===== config.mk =====
export PLATFORM = sky130hd
export DESIGN_NAME = id_ex_hazard_reg_flat
export DESIGN_NICKNAME = d
export VERILOG_FILES = /design/src/rtl/id_ex_hazard_reg_if.sv /design/src/rtl/id_ex_hazard_reg.sv /design/src/flat_wrapper.sv
export SDC_FILE = /design/constraint.sdc
export NUM_CORES = 1
export LEC_CHECK = 0
export ABC_AREA = 1
export BUFFER_PORTS_ARGS = -buffer_cell sky130_fd_sc_hd__buf_2
export CORE_MARGIN = 4
export CORE_UTILIZATION = 48
export DETAILED_ROUTE_END_ITERATION = 10
export HOLD_SLACK_MARGIN = 0.05
export PLACE_DENSITY = 0.8
export SLEW_MARGIN = 15
export SYNTH_ARGS = -nofsm -noshare
export SYNTH_HDL_FRONTEND = slang
export SYNTH_SLANG_ARGS = --single-unit

===== constraint.sdc =====
create_clock -name clk_i -period 2.3 [get_ports clk_i]
set_input_delay 0.23 -clock clk_i [delete_from_list [all_inputs] [get_ports clk_i]]
set_output_delay 0.23 -clock clk_i [all_outputs]
set_load 0.02 [all_outputs]

===== src/rtl/id_ex_hazard_reg_if.sv =====
// ----------------------------------------------------------------------------
// id_ex_if
// Bundle of the signals between the ID stage, the ID/EX pipeline register and
// the EX stage.
//   master : ID-side producer. Drives the decoder fields, ID operands and the
//            downstream flush request. Observes stall_o and the EX-side copies.
//   slave  : the ID/EX register itself. Consumes the id_* fields and flush_i.
//            Produces stall_o, the ex_* registers and the debug counters.
// Parameters:
//   DW : datapath width (PC+4, register data, immediate)
//   CW : width of the stall / flush event counters
// ----------------------------------------------------------------------------
interface id_ex_if #(
    parameter int DW = 32,
    parameter int CW = 16
);
    // ID-side inputs to the stage
    logic          id_valid_i;
    logic          id_reg_write_i;
    logic [2:0]    id_alu_op_i;
    logic          id_alu_src_i;
    logic          id_reg_dst_i;
    logic          id_branch_i;
    logic [1:0]    id_branch_type_i;
    logic          id_mem_read_i;
    logic          id_mem_write_i;
    logic          id_mem_to_reg_i;
    logic [DW-1:0] id_pc4_i;
    logic [DW-1:0] id_rs_data_i;
    logic [DW-1:0] id_rt_data_i;
    logic [DW-1:0] id_imm_i;
    logic [4:0]    id_rs_i;
    logic [4:0]    id_rt_i;
    logic [4:0]    id_rd_i;
    logic          flush_i;

    // Stage outputs
    logic          stall_o;
    logic          ex_valid_o;
    logic          ex_illegal_o;
    logic          ex_reg_write_o;
    logic [2:0]    ex_alu_op_o;
    logic          ex_alu_src_o;
    logic          ex_reg_dst_o;
    logic          ex_branch_o;
    logic [1:0]    ex_branch_type_o;
    logic          ex_mem_read_o;
    logic          ex_mem_write_o;
    logic          ex_mem_to_reg_o;
    logic [DW-1:0] ex_pc4_o;
    logic [DW-1:0] ex_rs_data_o;
    logic [DW-1:0] ex_rt_data_o;
    logic [DW-1:0] ex_imm_o;
    logic [4:0]    ex_rs_o;
    logic [4:0]    ex_rt_o;
    logic [4:0]    ex_rd_o;
    logic [CW-1:0] stall_cnt_o;
    logic [CW-1:0] flush_cnt_o;

    modport master (
        output id_valid_i, id_reg_write_i, id_alu_op_i, id_alu_src_i,
               id_reg_dst_i, id_branch_i, id_branch_type_i, id_mem_read_i,
               id_mem_write_i, id_mem_to_reg_i, id_pc4_i, id_rs_data_i,
               id_rt_data_i, id_imm_i, id_rs_i, id_rt_i, id_rd_i, flush_i,
        input  stall_o, ex_valid_o, ex_illegal_o, ex_reg_write_o, ex_alu_op_o,
               ex_alu_src_o, ex_reg_dst_o, ex_branch_o, ex_branch_type_o,
               ex_mem_read_o, ex_mem_write_o, ex_mem_to_reg_o, ex_pc4_o,
               ex_rs_data_o, ex_rt_data_o, ex_imm_o, ex_rs_o, ex_rt_o, ex_rd_o,
               stall_cnt_o, flush_cnt_o
    );

    modport slave (
        input  id_valid_i, id_reg_write_i, id_alu_op_i, id_alu_src_i,
               id_reg_dst_i, id_branch_i, id_branch_type_i, id_mem_read_i,
               id_mem_write_i, id_mem_to_reg_i, id_pc4_i, id_rs_data_i,
               id_rt_data_i, id_imm_i, id_rs_i, id_rt_i, id_rd_i, flush_i,
        output stall_o, ex_valid_o, ex_illegal_o, ex_reg_write_o, ex_alu_op_o,
               ex_alu_src_o, ex_reg_dst_o, ex_branch_o, ex_branch_type_o,
               ex_mem_read_o, ex_mem_write_o, ex_mem_to_reg_o, ex_pc4_o,
               ex_rs_data_o, ex_rt_data_o, ex_imm_o, ex_rs_o, ex_rt_o, ex_rd_o,
               stall_cnt_o, flush_cnt_o
    );
endinterface


===== src/rtl/id_ex_hazard_reg.sv =====
// ----------------------------------------------------------------------------
// id_ex_hazard_reg
// ID/EX pipeline register of the 5-stage MIPS pipeline with load-use hazard
// detection, branch flush and saturating debug event counters.
// Ports:
//   clk_i : clock
//   rst_i : asynchronous active-low reset
//   bus   : id_ex_if.slave -- id_* decoder fields / operands and flush_i in;
//           stall_o, ex_* registered copies, ex_valid_o, ex_illegal_o,
//           stall_cnt_o and flush_cnt_o out.
// Parameters DW / CW must match the connected interface instance.
// ----------------------------------------------------------------------------
module id_ex_hazard_reg #(
    parameter int DW = 32,
    parameter int CW = 16
) (
    input  logic      clk_i,
    input  logic      rst_i,
    id_ex_if.slave    bus
);

    localparam logic [2:0] ALU_OP_ILLEGAL = 3'b111;

    logic          r_ex_valid;
    logic          r_ex_illegal;
    logic          r_ex_reg_write;
    logic [2:0]    r_ex_alu_op;
    logic          r_ex_alu_src;
    logic          r_ex_reg_dst;
    logic          r_ex_branch;
    logic [1:0]    r_ex_branch_type;
    logic          r_ex_mem_read;
    logic          r_ex_mem_write;
    logic          r_ex_mem_to_reg;
    logic [DW-1:0] r_ex_pc4;
    logic [DW-1:0] r_ex_rs_data;
    logic [DW-1:0] r_ex_rt_data;
    logic [DW-1:0] r_ex_imm;
    logic [4:0]    r_ex_rs;
    logic [4:0]    r_ex_rt;
    logic [4:0]    r_ex_rd;
    logic [CW-1:0] r_stall_cnt;
    logic [CW-1:0] r_flush_cnt;

    logic          w_haz;
    logic          w_rt_match;

    // Counter increment that sticks at all ones instead of wrapping.
    function automatic logic [CW-1:0] sat_inc(input logic [CW-1:0] v);
        if (&v) begin
            return v;
        end
        return v + {{(CW-1){1'b0}}, 1'b1};
    endfunction

    // Hazard against the load sitting in EX. rt is compared even for I-type
    // consumers; the occasional needless stall is accepted for simplicity.
    // A load to $0 never produces a value worth waiting for.
    assign w_rt_match = (r_ex_rt == bus.id_rs_i) | (r_ex_rt == bus.id_rt_i);
    assign w_haz      = bus.id_valid_i & r_ex_valid & r_ex_mem_read &
                        (r_ex_rt != 5'd0) & w_rt_match;

    // A flush squashes the ID instruction anyway, so upstream need not hold.
    assign bus.stall_o = w_haz & ~bus.flush_i;

    // ---- ID -> EX stage boundary ----
    always_ff @(posedge clk_i or negedge rst_i) begin
        if (!rst_i) begin
            r_ex_valid       <= 1'b0;
            r_ex_illegal     <= 1'b0;
            r_ex_reg_write   <= 1'b0;
            r_ex_alu_op      <= 3'd0;
            r_ex_alu_src     <= 1'b0;
            r_ex_reg_dst     <= 1'b0;
            r_ex_branch      <= 1'b0;
            r_ex_branch_type <= 2'd0;
            r_ex_mem_read    <= 1'b0;
            r_ex_mem_write   <= 1'b0;
            r_ex_mem_to_reg  <= 1'b0;
            r_ex_pc4         <= '0;
            r_ex_rs_data     <= '0;
            r_ex_rt_data     <= '0;
            r_ex_imm         <= '0;
            r_ex_rs          <= 5'd0;
            r_ex_rt          <= 5'd0;
            r_ex_rd          <= 5'd0;
            r_stall_cnt      <= '0;
            r_flush_cnt      <= '0;
        end else begin
            // Bubble by default: every side-effecting control is cleared,
            // data and register fields hold their old (don't-care) values.
            r_ex_valid      <= 1'b0;
            r_ex_illegal    <= 1'b0;
            r_ex_reg_write  <= 1'b0;
            r_ex_alu_op     <= 3'd0;
            r_ex_branch     <= 1'b0;
            r_ex_mem_read   <= 1'b0;
            r_ex_mem_write  <= 1'b0;
            r_ex_mem_to_reg <= 1'b0;

            if (bus.flush_i) begin
                r_flush_cnt <= sat_inc(r_flush_cnt);
            end else if (w_haz) begin
                // ID instruction is re-presented next cycle by the held front end.
                r_stall_cnt <= sat_inc(r_stall_cnt);
            end else if (bus.id_valid_i && bus.id_alu_op_i == ALU_OP_ILLEGAL) begin
                r_ex_illegal <= 1'b1;
            end else if (bus.id_valid_i) begin
                r_ex_valid       <= 1'b1;
                r_ex_reg_write   <= bus.id_reg_write_i;
                r_ex_alu_op      <= bus.id_alu_op_i;
                r_ex_alu_src     <= bus.id_alu_src_i;
                r_ex_reg_dst     <= bus.id_reg_dst_i;
                r_ex_branch      <= bus.id_branch_i;
                r_ex_branch_type <= bus.id_branch_type_i;
                r_ex_mem_read    <= bus.id_mem_read_i;
                r_ex_mem_write   <= bus.id_mem_write_i;
                r_ex_mem_to_reg  <= bus.id_mem_to_reg_i;
                r_ex_pc4         <= bus.id_pc4_i;
                r_ex_rs_data     <= bus.id_rs_data_i;
                r_ex_rt_data     <= bus.id_rt_data_i;
                r_ex_imm         <= bus.id_imm_i;
                r_ex_rs          <= bus.id_rs_i;
                r_ex_rt          <= bus.id_rt_i;
                r_ex_rd          <= bus.id_rd_i;
            end
        end
    end

    assign bus.ex_valid_o       = r_ex_valid;
    assign bus.ex_illegal_o     = r_ex_illegal;
    assign bus.ex_reg_write_o   = r_ex_reg_write;
    assign bus.ex_alu_op_o      = r_ex_alu_op;
    assign bus.ex_alu_src_o     = r_ex_alu_src;
    assign bus.ex_reg_dst_o     = r_ex_reg_dst;
    assign bus.ex_branch_o      = r_ex_branch;
    assign bus.ex_branch_type_o = r_ex_branch_type;
    assign bus.ex_mem_read_o    = r_ex_mem_read;
    assign bus.ex_mem_write_o   = r_ex_mem_write;
    assign bus.ex_mem_to_reg_o  = r_ex_mem_to_reg;
    assign bus.ex_pc4_o         = r_ex_pc4;
    assign bus.ex_rs_data_o     = r_ex_rs_data;
    assign bus.ex_rt_data_o     = r_ex_rt_data;
    assign bus.ex_imm_o         = r_ex_imm;
    assign bus.ex_rs_o          = r_ex_rs;
    assign bus.ex_rt_o          = r_ex_rt;
    assign bus.ex_rd_o          = r_ex_rd;
    assign bus.stall_cnt_o      = r_stall_cnt;
    assign bus.flush_cnt_o      = r_flush_cnt;

endmodule


===== src/flat_wrapper.sv =====
// flat-port wrapper written by rule: the top's interface ports become plain ports
module id_ex_hazard_reg_flat 
#(
    parameter int DW = 32,
    parameter int CW = 16
)
  (clk_i, rst_i, bus_id_valid_i, bus_id_reg_write_i, bus_id_alu_op_i, bus_id_alu_src_i, bus_id_reg_dst_i, bus_id_branch_i, bus_id_branch_type_i, bus_id_mem_read_i, bus_id_mem_write_i, bus_id_mem_to_reg_i, bus_id_pc4_i, bus_id_rs_data_i, bus_id_rt_data_i, bus_id_imm_i, bus_id_rs_i, bus_id_rt_i, bus_id_rd_i, bus_flush_i, bus_stall_o, bus_ex_valid_o, bus_ex_illegal_o, bus_ex_reg_write_o, bus_ex_alu_op_o, bus_ex_alu_src_o, bus_ex_reg_dst_o, bus_ex_branch_o, bus_ex_branch_type_o, bus_ex_mem_read_o, bus_ex_mem_write_o, bus_ex_mem_to_reg_o, bus_ex_pc4_o, bus_ex_rs_data_o, bus_ex_rt_data_o, bus_ex_imm_o, bus_ex_rs_o, bus_ex_rt_o, bus_ex_rd_o, bus_stall_cnt_o, bus_flush_cnt_o);
  id_ex_if #(.DW(DW), .CW(CW)) bus_i ();
  input  logic clk_i;
  input  logic rst_i;
  input wire logic [$bits(bus_i.id_valid_i)-1:0] bus_id_valid_i;
  input wire logic [$bits(bus_i.id_reg_write_i)-1:0] bus_id_reg_write_i;
  input wire logic [$bits(bus_i.id_alu_op_i)-1:0] bus_id_alu_op_i;
  input wire logic [$bits(bus_i.id_alu_src_i)-1:0] bus_id_alu_src_i;
  input wire logic [$bits(bus_i.id_reg_dst_i)-1:0] bus_id_reg_dst_i;
  input wire logic [$bits(bus_i.id_branch_i)-1:0] bus_id_branch_i;
  input wire logic [$bits(bus_i.id_branch_type_i)-1:0] bus_id_branch_type_i;
  input wire logic [$bits(bus_i.id_mem_read_i)-1:0] bus_id_mem_read_i;
  input wire logic [$bits(bus_i.id_mem_write_i)-1:0] bus_id_mem_write_i;
  input wire logic [$bits(bus_i.id_mem_to_reg_i)-1:0] bus_id_mem_to_reg_i;
  input wire logic [$bits(bus_i.id_pc4_i)-1:0] bus_id_pc4_i;
  input wire logic [$bits(bus_i.id_rs_data_i)-1:0] bus_id_rs_data_i;
  input wire logic [$bits(bus_i.id_rt_data_i)-1:0] bus_id_rt_data_i;
  input wire logic [$bits(bus_i.id_imm_i)-1:0] bus_id_imm_i;
  input wire logic [$bits(bus_i.id_rs_i)-1:0] bus_id_rs_i;
  input wire logic [$bits(bus_i.id_rt_i)-1:0] bus_id_rt_i;
  input wire logic [$bits(bus_i.id_rd_i)-1:0] bus_id_rd_i;
  input wire logic [$bits(bus_i.flush_i)-1:0] bus_flush_i;
  output wire logic [$bits(bus_i.stall_o)-1:0] bus_stall_o;
  output wire logic [$bits(bus_i.ex_valid_o)-1:0] bus_ex_valid_o;
  output wire logic [$bits(bus_i.ex_illegal_o)-1:0] bus_ex_illegal_o;
  output wire logic [$bits(bus_i.ex_reg_write_o)-1:0] bus_ex_reg_write_o;
  output wire logic [$bits(bus_i.ex_alu_op_o)-1:0] bus_ex_alu_op_o;
  output wire logic [$bits(bus_i.ex_alu_src_o)-1:0] bus_ex_alu_src_o;
  output wire logic [$bits(bus_i.ex_reg_dst_o)-1:0] bus_ex_reg_dst_o;
  output wire logic [$bits(bus_i.ex_branch_o)-1:0] bus_ex_branch_o;
  output wire logic [$bits(bus_i.ex_branch_type_o)-1:0] bus_ex_branch_type_o;
  output wire logic [$bits(bus_i.ex_mem_read_o)-1:0] bus_ex_mem_read_o;
  output wire logic [$bits(bus_i.ex_mem_write_o)-1:0] bus_ex_mem_write_o;
  output wire logic [$bits(bus_i.ex_mem_to_reg_o)-1:0] bus_ex_mem_to_reg_o;
  output wire logic [$bits(bus_i.ex_pc4_o)-1:0] bus_ex_pc4_o;
  output wire logic [$bits(bus_i.ex_rs_data_o)-1:0] bus_ex_rs_data_o;
  output wire logic [$bits(bus_i.ex_rt_data_o)-1:0] bus_ex_rt_data_o;
  output wire logic [$bits(bus_i.ex_imm_o)-1:0] bus_ex_imm_o;
  output wire logic [$bits(bus_i.ex_rs_o)-1:0] bus_ex_rs_o;
  output wire logic [$bits(bus_i.ex_rt_o)-1:0] bus_ex_rt_o;
  output wire logic [$bits(bus_i.ex_rd_o)-1:0] bus_ex_rd_o;
  output wire logic [$bits(bus_i.stall_cnt_o)-1:0] bus_stall_cnt_o;
  output wire logic [$bits(bus_i.flush_cnt_o)-1:0] bus_flush_cnt_o;
  assign bus_i.id_valid_i = bus_id_valid_i;
  assign bus_i.id_reg_write_i = bus_id_reg_write_i;
  assign bus_i.id_alu_op_i = bus_id_alu_op_i;
  assign bus_i.id_alu_src_i = bus_id_alu_src_i;
  assign bus_i.id_reg_dst_i = bus_id_reg_dst_i;
  assign bus_i.id_branch_i = bus_id_branch_i;
  assign bus_i.id_branch_type_i = bus_id_branch_type_i;
  assign bus_i.id_mem_read_i = bus_id_mem_read_i;
  assign bus_i.id_mem_write_i = bus_id_mem_write_i;
  assign bus_i.id_mem_to_reg_i = bus_id_mem_to_reg_i;
  assign bus_i.id_pc4_i = bus_id_pc4_i;
  assign bus_i.id_rs_data_i = bus_id_rs_data_i;
  assign bus_i.id_rt_data_i = bus_id_rt_data_i;
  assign bus_i.id_imm_i = bus_id_imm_i;
  assign bus_i.id_rs_i = bus_id_rs_i;
  assign bus_i.id_rt_i = bus_id_rt_i;
  assign bus_i.id_rd_i = bus_id_rd_i;
  assign bus_i.flush_i = bus_flush_i;
  assign bus_stall_o = bus_i.stall_o;
  assign bus_ex_valid_o = bus_i.ex_valid_o;
  assign bus_ex_illegal_o = bus_i.ex_illegal_o;
  assign bus_ex_reg_write_o = bus_i.ex_reg_write_o;
  assign bus_ex_alu_op_o = bus_i.ex_alu_op_o;
  assign bus_ex_alu_src_o = bus_i.ex_alu_src_o;
  assign bus_ex_reg_dst_o = bus_i.ex_reg_dst_o;
  assign bus_ex_branch_o = bus_i.ex_branch_o;
  assign bus_ex_branch_type_o = bus_i.ex_branch_type_o;
  assign bus_ex_mem_read_o = bus_i.ex_mem_read_o;
  assign bus_ex_mem_write_o = bus_i.ex_mem_write_o;
  assign bus_ex_mem_to_reg_o = bus_i.ex_mem_to_reg_o;
  assign bus_ex_pc4_o = bus_i.ex_pc4_o;
  assign bus_ex_rs_data_o = bus_i.ex_rs_data_o;
  assign bus_ex_rt_data_o = bus_i.ex_rt_data_o;
  assign bus_ex_imm_o = bus_i.ex_imm_o;
  assign bus_ex_rs_o = bus_i.ex_rs_o;
  assign bus_ex_rt_o = bus_i.ex_rt_o;
  assign bus_ex_rd_o = bus_i.ex_rd_o;
  assign bus_stall_cnt_o = bus_i.stall_cnt_o;
  assign bus_flush_cnt_o = bus_i.flush_cnt_o;
  id_ex_hazard_reg #(.DW(DW), .CW(CW)) u_core (.clk_i(clk_i), .rst_i(rst_i), .bus(bus_i));
endmodule

==> Flow_metrics.wiki, run 1 <==
{| class="wikitable"
! Metric !! Value
|-
| RSZ-0062 raised after global routing || false
|-
| Sequential cell area || between 0.004 and 0.005 sq mm
|-
| Routed length per instance || around 17 um
|-
| Count of antenna-violating nets left after detailed routing || 0
|-
| Pwr dens || between 700 and 800 mW/mm^2
|-
| Source-to-sink clock delay at the later pin of the worst-skew pair || 0.43 ns
|-
| Main area contributors after synthesis || dfrtp_1 56%, nand2_1 17%, nand4_1 12%, buf_6 2.0%, nor2_1 2.0%
|-
| FF-to-FF path depth || 12
|-
| Final global-route overflow total || 0
|-
| Tightest slew margin relative to the limit || 59.06%
|-
| Proportion of synthesized chip area in sequential cells || between 50% and 60%
|-
| Seq cells post-synth || between 150 and 200
|-
| Number of pins exceeding their max-slew limit in the final report || 0
|-
| Number of nets at the end of the flow || between 1.5k and 2k
|-
| Worst EP required || approximately 2.1 ns
|-
| Initial antenna violation count || 3
|-
| Worst r2r src || u_core.bus.ex_rt_o[3]$_DFFE_PN0P_
|-
| Number of buffers added by the clock tree synthesis step || 17
|-
| Filler instances || about 1.3k
|-
| Yosys cell types || 20
|-
| Wire length of the first global-routing pass || approximately 45000 um
|-
| Combinational share of power || between 20% and 30%
|-
| Internal || 6.279 mW
|-
| Data arrival at the endpoint of the critical path || about 1.9 ns
|-
| Most area-hungry cell type in the Yosys netlist || dfrtp_1
|-
| FF-to-FF setup slack || 0.24 ns
|-
| Area of the core || around 0.017 sq mm
|-
| Share of cells above drive strength 1 || between 20 and 30%
|-
| Total net switching power || roughly 3.0 mW
|-
| Iteration-0 DRC Markers || 552
|-
| Initial standard-cell utilization of the core || between 40% and 50%
|-
| Max Freq || around 470 MHz
|-
| Average cell area after synthesis || 8.704 sq um
|-
| Placed Cells incl. Taps || approximately 1.5k
|-
| Static power due to leakage || about 6.6 nW
|-
| Dominant combinational cell family by area after synthesis || simple AND/OR/NAND/NOR gates
|-
| Hold path startpoint || bus_id_imm_i[10]
|-
| Area share of and/or/nand/nor cells after synthesis || between 30% and 40%
|-
| Area growth syn-to-layout || 41.40%
|-
| Relative contribution of sequential cells to total power || between 40% and 50%
|-
| Worst Hold Margin || between 0.05 and 0.06 ns
|-
| Max Cap Violations || 0
|-
| Maximum number of pins on one net before global-route repair || 124
|-
| Gp weighted congestion || around 0.85
|-
| Critical Path Start Type || flip-flop
|-
| Synthesized instance count || just under 1k
|-
| Multiplexer fraction of the synthesized cell area || 0%
|-
| Leading cell type in the layout, fill and taps excluded || nand2_1
|-
| Number of standard-cell rows in the floorplan || 48
|-
| Clk slew on worst S/H paths || 0.07 ns
|-
| Pre-Repair DR Iteration Count || 5
|-
| Actual slew at the worst max-slew pin || between 0.6 and 0.7 ns
|-
| Worst setup skew after layout || 0.01069 ns
|-
| Via density per instance || 5.374
|-
| Synth Warn # || 0
|-
| Critical Setup Path Class || reg -> out
|-
| Outcome || finished clean
|-
| Terminating pin of the worst hold path || u_core.bus.ex_imm_o[10]$_DFFE_PN0P_
|-
| TNS Setup || 0 ns
|-
| Post-Layout Cell Count || approximately 1.6k
|-
| Buffer cell driving the clock tree root || clkbuf_16
|-
| Area share of the largest cell type after synthesis || between 50% and 60%
|-
| Detailed placer's ending HPWL || between 15000 and 20000 um
|-
| Clock period minus worst slack || between 2 and 2.5 ns
|-
| Switching part of the total power || 32.21%
|-
| Clock tree from TritonCTS || built
|-
| H-tree lvl count || 4
|-
| Worst ir drop on vdd || ~0.57 mV
|-
| Final-report hold violation count || 0
|-
| Vertical extent of the die || around 140 um
|-
| Post-synthesis instance area || between 0.008 and 0.009 sq mm
|-
| End of the worst register-to-register path || u_core.bus.ex_pc4_o[19]$_DFFE_PN0P_
|-
| Nature of the critical path endpoint || output port
|-
| Worst hold path type || in -> reg
|-
| Depth of the worst hold-timing path || 3
|-
| Count of buffers from port buffering || about 350
|-
| Total Wirelength || between 20000 and 30000 um
|-
| Via count of the first global-routing pass || 8598
|-
| Maximum buffer depth of the clock tree || 2
|-
| Complex-gate fraction of the synthesized area || 0.4752%
|-
| Area of the multi-input gates || 0.003154 sq mm
|-
| Post-synthesis xor/xnor area fraction || 3.015%
|-
| Overall via count from detail_route || between 8k and 9k
|-
| Number of remaining DRC errors || 0
|-
| Clock Sinks || 189
|-
| Final worst-path cycle share || 91.63%
|-
| Biggest fanout along the worst timing path || 20
|-
| Die W || 140.5 um
|-
| Synthesized Nets || between 1k and 1.5k
|-
| Overall global routing resource usage || roughly 28%
|-
| Floorplan die area || around 0.020 sq mm
|-
| Adder-Cell Fraction of Synth Area || less than 1%
|-
| Clock network fraction of total power || around 34%
|-
| Finish-stage setup viols || 0
|-
| Top Ports || 349
|-
| Most frequent cells in the layout || 382 x nand2_1, 346 x buf_2, 187 x dfrtp_1
|}
[kinds of logic after synthesis]
kind of cell / after synthesis
flops: 189
compound gates: 8
simple gates: 626
xor+xnor: 29
buf+inv: 114
fa+ha+maj: 2
[worst max-delay path, stage by stage (launching register included)]
cell	delay (ns)
dfrtp_2	0.42
inv_1	0.07
nand2_1	0.06
nand2_1	0.05
nor2_1	0.14
nand3_1	0.11
nand2_2	0.10
nand2_4	0.09
buf_12	0.16
nor2_1	0.10
buf_4	0.15
[through the flow]
step | power [mW] | worst slack, ns | util (%) | instance area [sq um]
2_1_floorplan | 5.175 | 0.5578 | - | 8426
3_3_place_gp | 5.998 | 0.3692 | 59.87 | 10320
3_5_place_dp | 6.049 | 0.2750 | 59.87 | 10320
4_1_cts | 9.274 | 0.01657 | 68.74 | 11850
5_1_grt | 9.686 | 0.02122 | 69.12 | 11910
6_report | 9.262 | 0.1926 | 69.12 | 11910
[state kept, by name, summed over array words and instances (netlist names), 2 cells and up]
| signal | cells |
|---|---|
| u_core.bus.ex_alu_op_o | 3 |
| u_core.bus.ex_rd_o | 5 |
| u_core.bus.stall_cnt_o | 16 |
| u_core.bus.ex_rt_data_o | 32 |
| u_core.bus.ex_rs_data_o | 32 |
| u_core.bus.ex_rt_o | 5 |
| u_core.bus.ex_pc4_o | 32 |
| u_core.bus.ex_branch_type_o | 2 |
| u_core.bus.ex_rs_o | 5 |
| u_core.bus.flush_cnt_o | 16 |
| u_core.bus.ex_imm_o | 32 |
[synthesized netlist by cell type]
cell and count:
nand2_1 384, ha_1 2, buf_2 19, nand4_1 155, clkbuf_1 31, o21ai_0 8
nand2_2 1, nor4_1 1, dfrtp_1 189, nor2_1 45, nand3b_1 3, xnor2_1 10
nand3_2 1, buf_6 15, xor2_1 19, inv_1 44, buf_4 2, nand3_1 26
buf_1 3, nor3_1 10
[layer usage]
| metal | share of wire (%) | global-route usage, % | wire, um |
|---|---|---|---|
| met5 | 0.029 | 0 | 8 |
| met3 | 8.4 | 7.136 | 2337 |
| met2 | 49 | 45.46 | 13600 |
| met1 | 37 | 34.09 | 10380 |
| met4 | 5.2 | 15.15 | 1446 |
[power by group through the flow]
stage,Sequential (mW),Clock (mW),Combinational [mW]
6_report,4.07,3.11,2.08
5_1_grt,4.12,3.30,2.26
4_1_cts,4.05,3.15,2.07
3_5_place_dp,4.10,0,1.95
3_3_place_gp,4.09,0,1.90
2_1_floorplan,4.61,0,0.565
[what timing repair did]
item,4_1_cts,5_1_grt
setup buffers,0,4
hold endpoints to repair,137,0
cloned,0,0
hold buffers,91,0
gates resized for setup,1,7
pin swaps,0,2
endpoints found under the setup margin,1,1
[worst max-delay path by stage]
stage	startpoint	endpoint	slack, ns	depth (start not counted)
after floorplan	u_core.bus.ex_rt_o[4]$_DFFE_PN0P_	bus_stall_o	0.56	9
after global placement	u_core.bus.ex_rt_o[2]$_DFFE_PN0P_	u_core.bus.ex_imm_o[4]$_DFFE_PN0P_	0.37	11
after detailed placement	u_core.bus.ex_rt_o[2]$_DFFE_PN0P_	u_core.bus.ex_imm_o[9]$_DFFE_PN0P_	0.28	11
after CTS	u_core.bus.ex_rt_o[2]$_DFFE_PN0P_	bus_stall_o	0.02	10
after global routing	u_core.bus.ex_rt_o[2]$_DFFE_PN0P_	bus_stall_o	0.02	10
final	u_core.bus.ex_rt_o[4]$_DFFE_PN0P_	bus_stall_o	0.19	10
[area by class of cell]
| type | count | area share [%] |
|---|---|---|
| timing repair buffer | 460 | 24.84 |
| clock inverter | 13 | 1.460 |
| tap | 225 | 2.363 |
| sequential | 189 | 39.72 |
| multi-input combinational | 665 | 26.48 |
| inverter | 44 | 1.386 |
| clock buffer | 19 | 3.718 |
| antenna | 2 | 0.04201 |
Note: power is estimated with default switching activity, not from simulation.
==> run 2, diff against run 1 <==
--- a/config.mk
+++ b/config.mk
@@ -7,7 +7,7 @@
 export LEC_CHECK = 0
 export ABC_AREA = 1
 export BUFFER_PORTS_ARGS = -buffer_cell sky130_fd_sc_hd__buf_2
-export CORE_MARGIN = 4
+export CORE_MARGIN = 2
 export CORE_UTILIZATION = 48
 export DETAILED_ROUTE_END_ITERATION = 10
 export HOLD_SLACK_MARGIN = 0.05
==> run 2 against run 1 <==
Net effect:
- design area is 1.1% lower
- cell count fell by 0.31%
- largest cell class unchanged
- power down 3.4%
- combinational power hardly changed
- register-to-register slack better by 0.14 ns
- fmax hardly changed
- non-clock buffer count is 2 lower
- highest routed layer is now met4
- global-route usage increased by 0.64 points
- sequential power hardly changed
==> Flow_metrics.wiki, run 2 (synthesis gave the netlist of run 1 again) <==
{| class="wikitable"
! Metric !! Value
|-
| Outcome || finished clean (unchanged)
|-
| Area of the core || 0.01724 sq mm (unchanged)
|-
| Clock network fraction of total power || 31.3% (was 33.6%)
|-
| Clock Sinks || 189 (unchanged)
|-
| Top Ports || 349 (unchanged)
|-
| Nature of the critical path endpoint || output port (unchanged)
|-
| Worst EP required || 2.07 ns (about the same)
|-
| Number of nets at the end of the flow || 1536 (was 1538)
|-
| FF-to-FF path depth || 11 (was 12)
|-
| Worst Hold Margin || 0.06724 ns (was 0.05761 ns)
|-
| Max Freq || 475.0 MHz (was 474.5 MHz)
|-
| Biggest fanout along the worst timing path || 29 (was 20)
|-
| Source-to-sink clock delay at the later pin of the worst-skew pair || 0.42 ns (was 0.43 ns)
|-
| Total net switching power || 2.897 mW (was 2.983 mW)
|-
| Via density per instance || 5.334 (was 5.374)
|-
| Number of pins exceeding their max-slew limit in the final report || 0 (unchanged)
|-
| Initial antenna violation count || 2 (was 3)
|-
| Combinational share of power || 23.3% (was 22.5%)
|-
| Routed length per instance || 16.52 um (was 17.18 um)
|-
| Vertical extent of the die || 136.5 um (was 140.5 um)
|-
| Final worst-path cycle share || 91.54% (was 91.63%)
|-
| Worst ir drop on vdd || 0.5123 mV (was 0.5685 mV)
|-
| Gp weighted congestion || 0.8572 (was 0.8463)
|-
| Internal || 6.050 mW (was 6.279 mW)
|-
| Filler instances || 1257 (was 1286)
|-
| Actual slew at the worst max-slew pin || 0.6020 ns (was 0.6141 ns)
|-
| Iteration-0 DRC Markers || 585 (was 552)
|-
| H-tree lvl count || 4 (unchanged)
|-
| Overall global routing resource usage || 28.56% (was 27.92%)
|-
| Tightest slew margin relative to the limit || 59.86% (was 59.06%)
|-
| Detailed placer's ending HPWL || 17100 um (was 17810 um)
|-
| Final-report hold violation count || 0 (unchanged)
|-
| Clock period minus worst slack || 2.105 ns (was 2.107 ns)
|-
| Wire length of the first global-routing pass || 41500 um (was 44720 um)
|-
| Critical Setup Path Class || reg -> out (unchanged)
|-
| Sequential cell area || 0.004732 sq mm (unchanged)
|-
| Data arrival at the endpoint of the critical path || 1.88 ns (about the same)
|-
| Total Wirelength || 26630 um (was 27780 um)
|-
| Clk slew on worst S/H paths || 0.07 ns (about the same)
|-
| Number of buffers added by the clock tree synthesis step || 17 (unchanged)
|-
| End of the worst register-to-register path || u_core.bus.ex_rs_data_o[12]$_DFFE_PN0P_ (was u_core.bus.ex_pc4_o[19]$_DFFE_PN0P_)
|-
| Worst setup skew after layout || 0.01075 ns (was 0.01069 ns)
|-
| Buffer cell driving the clock tree root || clkbuf_16 (unchanged)
|-
| Die W || 136.5 um (was 140.5 um)
|-
| Number of remaining DRC errors || 0 (unchanged)
|-
| Count of antenna-violating nets left after detailed routing || 0 (unchanged)
|-
| Most frequent cells in the layout || 382 x nand2_1, 346 x buf_2, 187 x dfrtp_1 (unchanged)
|-
| RSZ-0062 raised after global routing || false (unchanged)
|-
| Final global-route overflow total || 0 (unchanged)
|-
| Share of cells above drive strength 1 || 29.03% (was 29.35%)
|-
| Critical Path Start Type || flip-flop (unchanged)
|-
| Overall via count from detail_route || 8599 (was 8689)
|-
| Pre-Repair DR Iteration Count || 6 (was 5)
|-
| Finish-stage setup viols || 0 (unchanged)
|-
| Max Cap Violations || 0 (unchanged)
|-
| TNS Setup || 0 ns (unchanged)
|-
| Area of the multi-input gates || 0.003154 sq mm (unchanged)
|-
| Pwr dens || 759.3 mW/mm^2 (was 777.4 mW/mm^2)
|-
| FF-to-FF setup slack || 0.38 ns (was 0.24 ns)
|-
| Destination of the critical timing path || bus_stall_o (unchanged)
|-
| Count of buffers from port buffering || 348 (unchanged)
|-
| Via count of the first global-routing pass || 8157 (was 8598)
|-
| Switching part of the total power || 32.38% (was 32.21%)
|-
| Area growth syn-to-layout || 39.84% (was 41.40%)
|-
| Number of standard-cell rows in the floorplan || 48 (unchanged)
|-
| Worst r2r src || u_core.bus.ex_rt_o[0]$_DFFE_PN0P_ (was u_core.bus.ex_rt_o[3]$_DFFE_PN0P_)
|-
| Floorplan die area || 0.01863 sq mm (was 0.01974 sq mm)
|-
| Leading cell type in the layout, fill and taps excluded || nand2_1 (unchanged)
|-
| Relative contribution of sequential cells to total power || 45.4% (was 43.9%)
|-
| Worst hold path type || in -> reg (unchanged)
|-
| Initial standard-cell utilization of the core || 48.88% (unchanged)
|-
| Clock tree from TritonCTS || built (unchanged)
|-
| Maximum number of pins on one net before global-route repair || 130 (was 124)
|-
| Beginning of the critical path || u_core.bus.ex_rt_o[2]$_DFFE_PN0P_ (was u_core.bus.ex_rt_o[4]$_DFFE_PN0P_)
|-
| Static power due to leakage || 6.579 nW (was 6.640 nW)
|-
| Maximum buffer depth of the clock tree || 2 (unchanged)
|}
## run 2: worst max-delay path: stages, from the launching register on
cell	delay (ns)
dfrtp_1	0.41
inv_1	0.10
nand2_1	0.07
nand2_1	0.05
nor2_1	0.09
nand3_1	0.09
nand2_2	0.11
nand2_4	0.08
buf_6	0.19
nor2_1	0.10
buf_4	0.15
## run 2: worst min path at each step
stage | startpoint | to | slack (ns) | cells past startpoint
final | bus_id_rs_data_i[6] | u_core.bus.ex_rs_data_o[6]$_DFFE_PN0P_ | 0.07 | 3
after global routing | bus_id_rt_data_i[18] | u_core.bus.ex_rt_data_o[18]$_DFFE_PN0P_ | 0.05 | 3
after CTS | bus_id_pc4_i[13] | u_core.bus.ex_pc4_o[13]$_DFFE_PN0P_ | 0.05 | 3
after detailed placement | rst_i | u_core.bus.ex_rs_o[4]$_DFFE_PN0P_ | 0.27 | 1
after global placement | rst_i | u_core.bus.ex_alu_op_o[2]$_DFF_PN0_ | 0.28 | 1
after floorplan | rst_i | u_core.bus.ex_alu_op_o[0]$_DFF_PN0_ | -0.07 | 0
## run 2: area by class of cell
type / instances / share of cell area [%]
tap: 225 / 2.389
clock buffer: 20 / 3.876
timing repair buffer: 458 / 24.59
sequential: 189 / 40.16
multi-input combinational: 665 / 26.77
clock inverter: 9 / 0.7646
inverter: 44 / 1.402
antenna: 2 / 0.04248
## run 2: metrics by stage
step                cell area [sq um]  setup slack (ns)  utilization [%]  std cells  power [mW]
finish                          11780            0.1945            68.36       1612       8.947
global route                    11780          0.001164            68.36       1612       9.362
CTS                             11760           0.01775            68.22       1609       8.964
detailed placement              10300            0.3472            59.76       1489       6.044
global placement                10300            0.3283            59.76       1489       5.997
floorplan                        8426            0.5578                -        968       5.175
## run 2: what timing repair did
| action | in CTS | in global routing |
|---|---|---|
| endpoints found under the hold margin | 151 | 0 |
| hold buffers | 91 | 0 |
| setup endpoints to repair | 0 | 1 |
| buffers inserted | 0 | 1 |
| gates resized for setup | 0 | 5 |
## run 2: layer usage
| layer | share of wire (%) | GRT usage (%) |
|---|---|---|
| met4 | 3.4 | 13.31 |
| met2 | 49 | 46.92 |
| met1 | 39 | 35.08 |
| met5 | 0 | 0 |
| met3 | 8.2 | 7.741 |
## run 2: power by group through the flow
stage                     logic, mW  registers (mW)  clock network [mW]
after global routing           2.27            4.11                2.99
after detailed placement       1.95            4.09                   0
after CTS                      2.07            4.05                2.85
after floorplan               0.565            4.61                   0
after global placement         1.91            4.09                   0
final                          2.09            4.06                2.80
